===== src/rtl/mem_bus_arbiter_pkg.sv =====
// Shared bus command encodings and the arbiter state type used by the
// unified-memory arbiter.
package mem_bus_arbiter_pkg;

    localparam logic [1:0] BUS_NONE  = 2'b00;
    localparam logic [1:0] BUS_LOAD  = 2'b01;
    localparam logic [1:0] BUS_STORE = 2'b10;

    typedef enum logic [2:0] {
        IDLE,
        ISSUE_I,
        ISSUE_D,
        WAIT_I,
        WAIT_D
    } arb_state_e;

endpackage


===== src/rtl/mem_bus_arbiter.sv =====
// Arbitrates one single-ported memory between instruction fetch and the data
// stage: data-first with a bounded fetch-starvation guard, one transaction in flight.
module mem_bus_arbiter
    import mem_bus_arbiter_pkg::*;
#(
    parameter int STARVE_MAX = 4
) (
    input  logic        clk,
    input  logic        rst_n,
    input  logic [1:0]  if_cmd,
    input  logic [31:0] if_addr,
    input  logic        if_flush,
    output logic [31:0] if_rdata,
    output logic        if_done,
    output logic        if_stall,
    input  logic [1:0]  d_cmd,
    input  logic [31:0] d_addr,
    input  logic [31:0] d_wdata,
    output logic [31:0] d_rdata,
    output logic        d_done,
    output logic        d_stall,
    output logic [1:0]  mem_cmd,
    output logic [31:0] mem_addr,
    output logic [31:0] mem_wdata,
    input  logic        mem_ready,
    input  logic        mem_rsp_valid,
    input  logic [31:0] mem_rdata
);

    localparam logic [3:0] STARVE_LIM = 4'(STARVE_MAX);

    arb_state_e state, state_nxt;
    logic       discard, discard_nxt;
    logic [3:0] starve_cnt, starve_nxt;
    logic       i_req, d_req;
    logic       grant_i, grant_d;

    assign i_req = (if_cmd != BUS_NONE);
    assign d_req = (d_cmd != BUS_NONE);

    always_comb begin
        state_nxt   = state;
        discard_nxt = discard;
        grant_i     = 1'b0;
        grant_d     = 1'b0;
        if_done     = 1'b0;
        d_done      = 1'b0;
        case (state)
            IDLE: begin
                if (d_req && starve_cnt < STARVE_LIM) begin
                    grant_d   = 1'b1;
                    state_nxt = ISSUE_D;
                end else if (i_req && !if_flush) begin
                    grant_i   = 1'b1;
                    state_nxt = ISSUE_I;
                end else if (d_req) begin
                    grant_d   = 1'b1;
                    state_nxt = ISSUE_D;
                end
            end
            ISSUE_I: begin
                // An accepted fetch cannot be recalled, so a flush only marks
                // its response for dropping; an unaccepted one is withdrawn.
                if (mem_ready) begin
                    state_nxt = WAIT_I;
                    if (if_flush) discard_nxt = 1'b1;
                end else if (if_flush) begin
                    state_nxt = IDLE;
                end
            end
            ISSUE_D: begin
                if (mem_ready) state_nxt = WAIT_D;
            end
            WAIT_I: begin
                if (mem_rsp_valid) begin
                    if_done     = !discard && !if_flush;
                    discard_nxt = 1'b0;
                    state_nxt   = IDLE;
                end else if (if_flush) begin
                    discard_nxt = 1'b1;
                end
            end
            WAIT_D: begin
                if (mem_rsp_valid) begin
                    d_done    = 1'b1;
                    state_nxt = IDLE;
                end
            end
            default: state_nxt = IDLE;
        endcase
    end

    always_comb begin
        starve_nxt = starve_cnt;
        if (!i_req || grant_i)
            starve_nxt = 4'd0;
        else if (grant_d && starve_cnt < STARVE_LIM)
            starve_nxt = starve_cnt + 4'd1;
    end

    always_ff @(posedge clk or negedge rst_n) begin
        if (!rst_n) begin
            state      <= IDLE;
            discard    <= 1'b0;
            starve_cnt <= 4'd0;
        end else begin
            state      <= state_nxt;
            discard    <= discard_nxt;
            starve_cnt <= starve_nxt;
        end
    end

    // Bus command is presented only while an ISSUE state is held.
    always_ff @(posedge clk or negedge rst_n) begin
        if (!rst_n) begin
            mem_cmd   <= BUS_NONE;
            mem_addr  <= 32'd0;
            mem_wdata <= 32'd0;
        end else if (grant_d) begin
            mem_cmd   <= d_cmd;
            mem_addr  <= d_addr;
            mem_wdata <= d_wdata;
        end else if (grant_i) begin
            mem_cmd   <= BUS_LOAD;
            mem_addr  <= if_addr;
        end else if (state_nxt != ISSUE_I && state_nxt != ISSUE_D) begin
            mem_cmd   <= BUS_NONE;
        end
    end

    assign if_rdata = mem_rdata;
    assign d_rdata  = mem_rdata;
    assign if_stall = i_req && !if_done;
    assign d_stall  = d_req && !d_done;

endmodule


===== config.mk =====
export PLATFORM = sky130hd
export DESIGN_NAME = mem_bus_arbiter
export DESIGN_NICKNAME = d
export VERILOG_FILES = /design/src/rtl/mem_bus_arbiter_pkg.sv /design/src/rtl/mem_bus_arbiter.sv
export SDC_FILE = /design/constraint.sdc
export NUM_CORES = 1
export LEC_CHECK = 0
export CAP_MARGIN = 20
export CORE_ASPECT_RATIO = 0.5
export CORE_MARGIN = 3
export CORE_UTILIZATION = 37
export CTS_BUF_LIST = sky130_fd_sc_hd__clkbuf_16
export CTS_CLUSTER_DIAMETER = 40
export CTS_CLUSTER_SIZE = 10
export DETAILED_ROUTE_END_ITERATION = 6
export GPL_TIMING_DRIVEN = 0
export PLACE_DENSITY = 0.86
export SLEW_MARGIN = 20
export SYNTH_ARGS = -nofsm -noshare
export SYNTH_HDL_FRONTEND = slang
export SYNTH_SLANG_ARGS = --single-unit
export TNS_END_PERCENT = 20

===== constraint.sdc =====
create_clock -name clk -period 5.1 [get_ports clk]
set_input_delay 0.765 -clock clk [delete_from_list [all_inputs] [get_ports clk]]
set_output_delay 0.765 -clock clk [all_outputs]
set_load 0.005 [all_outputs]

==> results.md <==
- PortBufs: 238
- Gr busiest metal: met2
- Detail Placement HPWL: 9.31 mm
- Initial core utilization: 38.6%
- Resized cells post-CTS: 0
- Vias/cell: 4.55
- Hold Path Class: in -> async
- First-pass GRT wire length: 18.8 mm
- Most frequent cells in the layout: 237 x clkdlybuf4s50_1, 74 x dfrtp_1, 65 x buf_4
- H-tree depth: 3
- GR Overflow Total: 0
- DRC Markers: 0
- Pins Over Slew Limit: 0
- Root Buffer: clkbuf_16
- Nets: 723
- Int Power: 2.29 mW
- Period utilization: 63.3%
- Slew @ Worst Pin: 0.615 ns
- Clock buffer count from CTS: 9
- Post-route minimum period: 3.23 ns
- Pwr Total: 3.30 mW
- Crit path DAT: 2.46 ns
- Drt initial violations: 159
- Clock skew: 0.00329 ns
- Combinational Power Share: 47.2%
- Leak: 2.76 nW
- Fmax: 310 MHz
- DIE AREA: 0.0113 sq mm
- Crit path kind: in -> out
- Post-route ant nets: 0
- Met1 usage: 23.7%
- Max_cap viols: 0
- Detailed Route WL: 11.9 mm
- CTS Buffer Depth: 2
- Hold Fails Final Rpt: 0
- Routed WL per cell: 16.4 um
- Setup bufs post-CTS: 0
- Psw: 1.01 mW
- ANT cells: 0
- Crit path max fanout: 5
- Sw Share: 30.5%
- Total negative slack: 0 ns
- Status: finished, final reports clean
- Sequential share of the synthesized area: 49.9%
- Syn avg cell area: 11.1 sq um
- Clock Latency Late Sink: 0.33 ns
- DR vias: 3299
- Core ar.: 0.00960 sq mm
- Synth-to-Final Area Change: 78.2%
- Reg area: 0.00185 sq mm
- Max_slew headroom: 58.9%
- Syn_nets: 473
- I/O Pins: 271
- Vias in the first global route: 3487
- All-Layer GR Usage: 21.0%
- Flops & latches, synth: 74
- Post-synth EDFFs: 0
- Yosys warning total: 0
- Post-Syn Area: 0.00371 sq mm
- RSZ-0062 raised after global routing: false
- Hold buffers post-CTS: 0
- Yosys cell types: 32
- Pwr dens: 499 mW/mm^2
- Clock sink count: 74
- Seq pwr share: 31.3%
- Die width: 148 um
- Critical path endpoint category: primary output
- Pin count of the biggest net entering global routing: 41
- Synth async-reset ratio: 100%
- Prevailing post-synth register cell: dfrtp_1
- Row cnt: 25
- Fillcell total: 693
- Met2 usage: 38.6%
- WP data required: 4.34 ns
- Chip height: 76.8 um
- Most common cell after layout, fill and taps aside: clkdlybuf4s50_1
- CTS tree: built
- Synthesized instance count: 335
- Layout cells sized above 1: 21.5%
- Placer Congestion: 0.848
- Initial antenna violation count: 0
- Clock network fraction of design power: 21.5%
- Multi-input gate area: 0.00128 sq mm
- Clock slew seen by the registers of the worst setup and hold paths: 0.06 ns
- Met3 Use GR: 6.32%
- Worst Setup Start Kind: input port
- Setup violations, final: 0
- Maximum vdd drop: 0.283 mV
- Drt pass-1 iters: 4
==> flip-flops by register name, indices dropped and copies added, names as in the netlist <==
register and count:
starve_cnt 4, mem_wdata 32, discard 1, state 3
mem_addr 32, mem_cmd 2
==> power groups by stage <==
stage          registers [mW]  clock network [mW]  logic, mW
2_1_floorplan            1.05                   0      0.676
4_1_cts                  1.03               0.727       1.58
6_report                 1.03               0.708       1.56
5_1_grt                  1.07               0.760       1.68
3_5_place_dp             1.03                   0       1.56
3_3_place_gp             1.02                   0       1.52
==> cells in the mapped netlist, drive strengths merged (2+ instances only) <==
master	count	share of area, %
a21oi	4	0.54
a31o	2	0.71
a31oi	2	0.34
buf	75	15
clkbuf	5	0.51
dfrtp	74	50
inv	2	0.20
mux2	32	9.7
mux2i	33	8.9
nand2	37	3.7
nor2	18	1.8
nor3	3	0.40
o21ai	32	4.3
or2	2	0.34
xor2	2	0.67
==> final cells by class <==
class,count,area share [%]
clock buffers,9,3.41
plain buffers,80,8.67
flip-flops and latches,74,28.0
multi-input cells,179,19.3
clock inverters,7,1.63
well taps,135,2.55
repair buffers,239,36.3
inverters,2,0.114
==> path summary, 6_finish.rpt <==
| path | end | startpoint | slack, ns | cells after the start |
|---|---|---|---|---|
| setup / recovery | if_done | mem_rsp_valid | 1.87 | 4 |
| hold / removal | mem_addr[6] | rst_n | 0.39 | 1 |
| setup reg to reg | mem_addr[10] | state[1] | 2.81 | 8 |
| hold reg to reg | mem_cmd[0] | mem_cmd[0] | 0.50 | 1 |
| max in group asynchronous | mem_wdata[25] | rst_n | 4.15 | 2 |
| min in group clk | mem_cmd[0] | mem_cmd[0] | 0.50 | 1 |
==> cells by family (layout without fill, tap and decap cells) <==
logic type / count (synthesis) / in the layout / synth area share [%]
compound gates: 46 / 46 / 7.65
flops: 74 / 74 / 49.9
xor+xnor: 2 / 2 / 0.674
mux: 65 / 65 / 18.6
fa+ha+maj: 1 / 1 / 0.337
simple gates: 65 / 65 / 7.18
buf+inv: 82 / 337 / 15.6
==> routing by layer <==
layer	wire length, um	vias up
met1	4270	1594
met5	0	-
li1	-	1573
met2	6550	111
met3	813	21
met4	240	0
==> through the flow <==
stage / instances / util (%) / cell area, sq um / hold WS, ns / setup WS [ns]
detailed placement: 709 / 65.4 / 6280 / 0.493 / 1.91
floorplan: 335 / - / 3710 / 0.469 / 2.94
CTS: 725 / 68.9 / 6610 / 0.398 / 1.89
global placement: 708 / 65.2 / 6260 / 0.489 / 0.699
finish: 725 / 68.9 / 6610 / 0.388 / 1.87
global route: 725 / 68.9 / 6610 / 0.411 / 1.80
==> worst max-delay path, cell delays in order <==
cell             delay, ns
clkdlybuf4s50_1       0.55
nand2_1               0.12
nor4_1                0.43
clkdlybuf4s50_1       0.60
(Power assumes the default switching activity.)
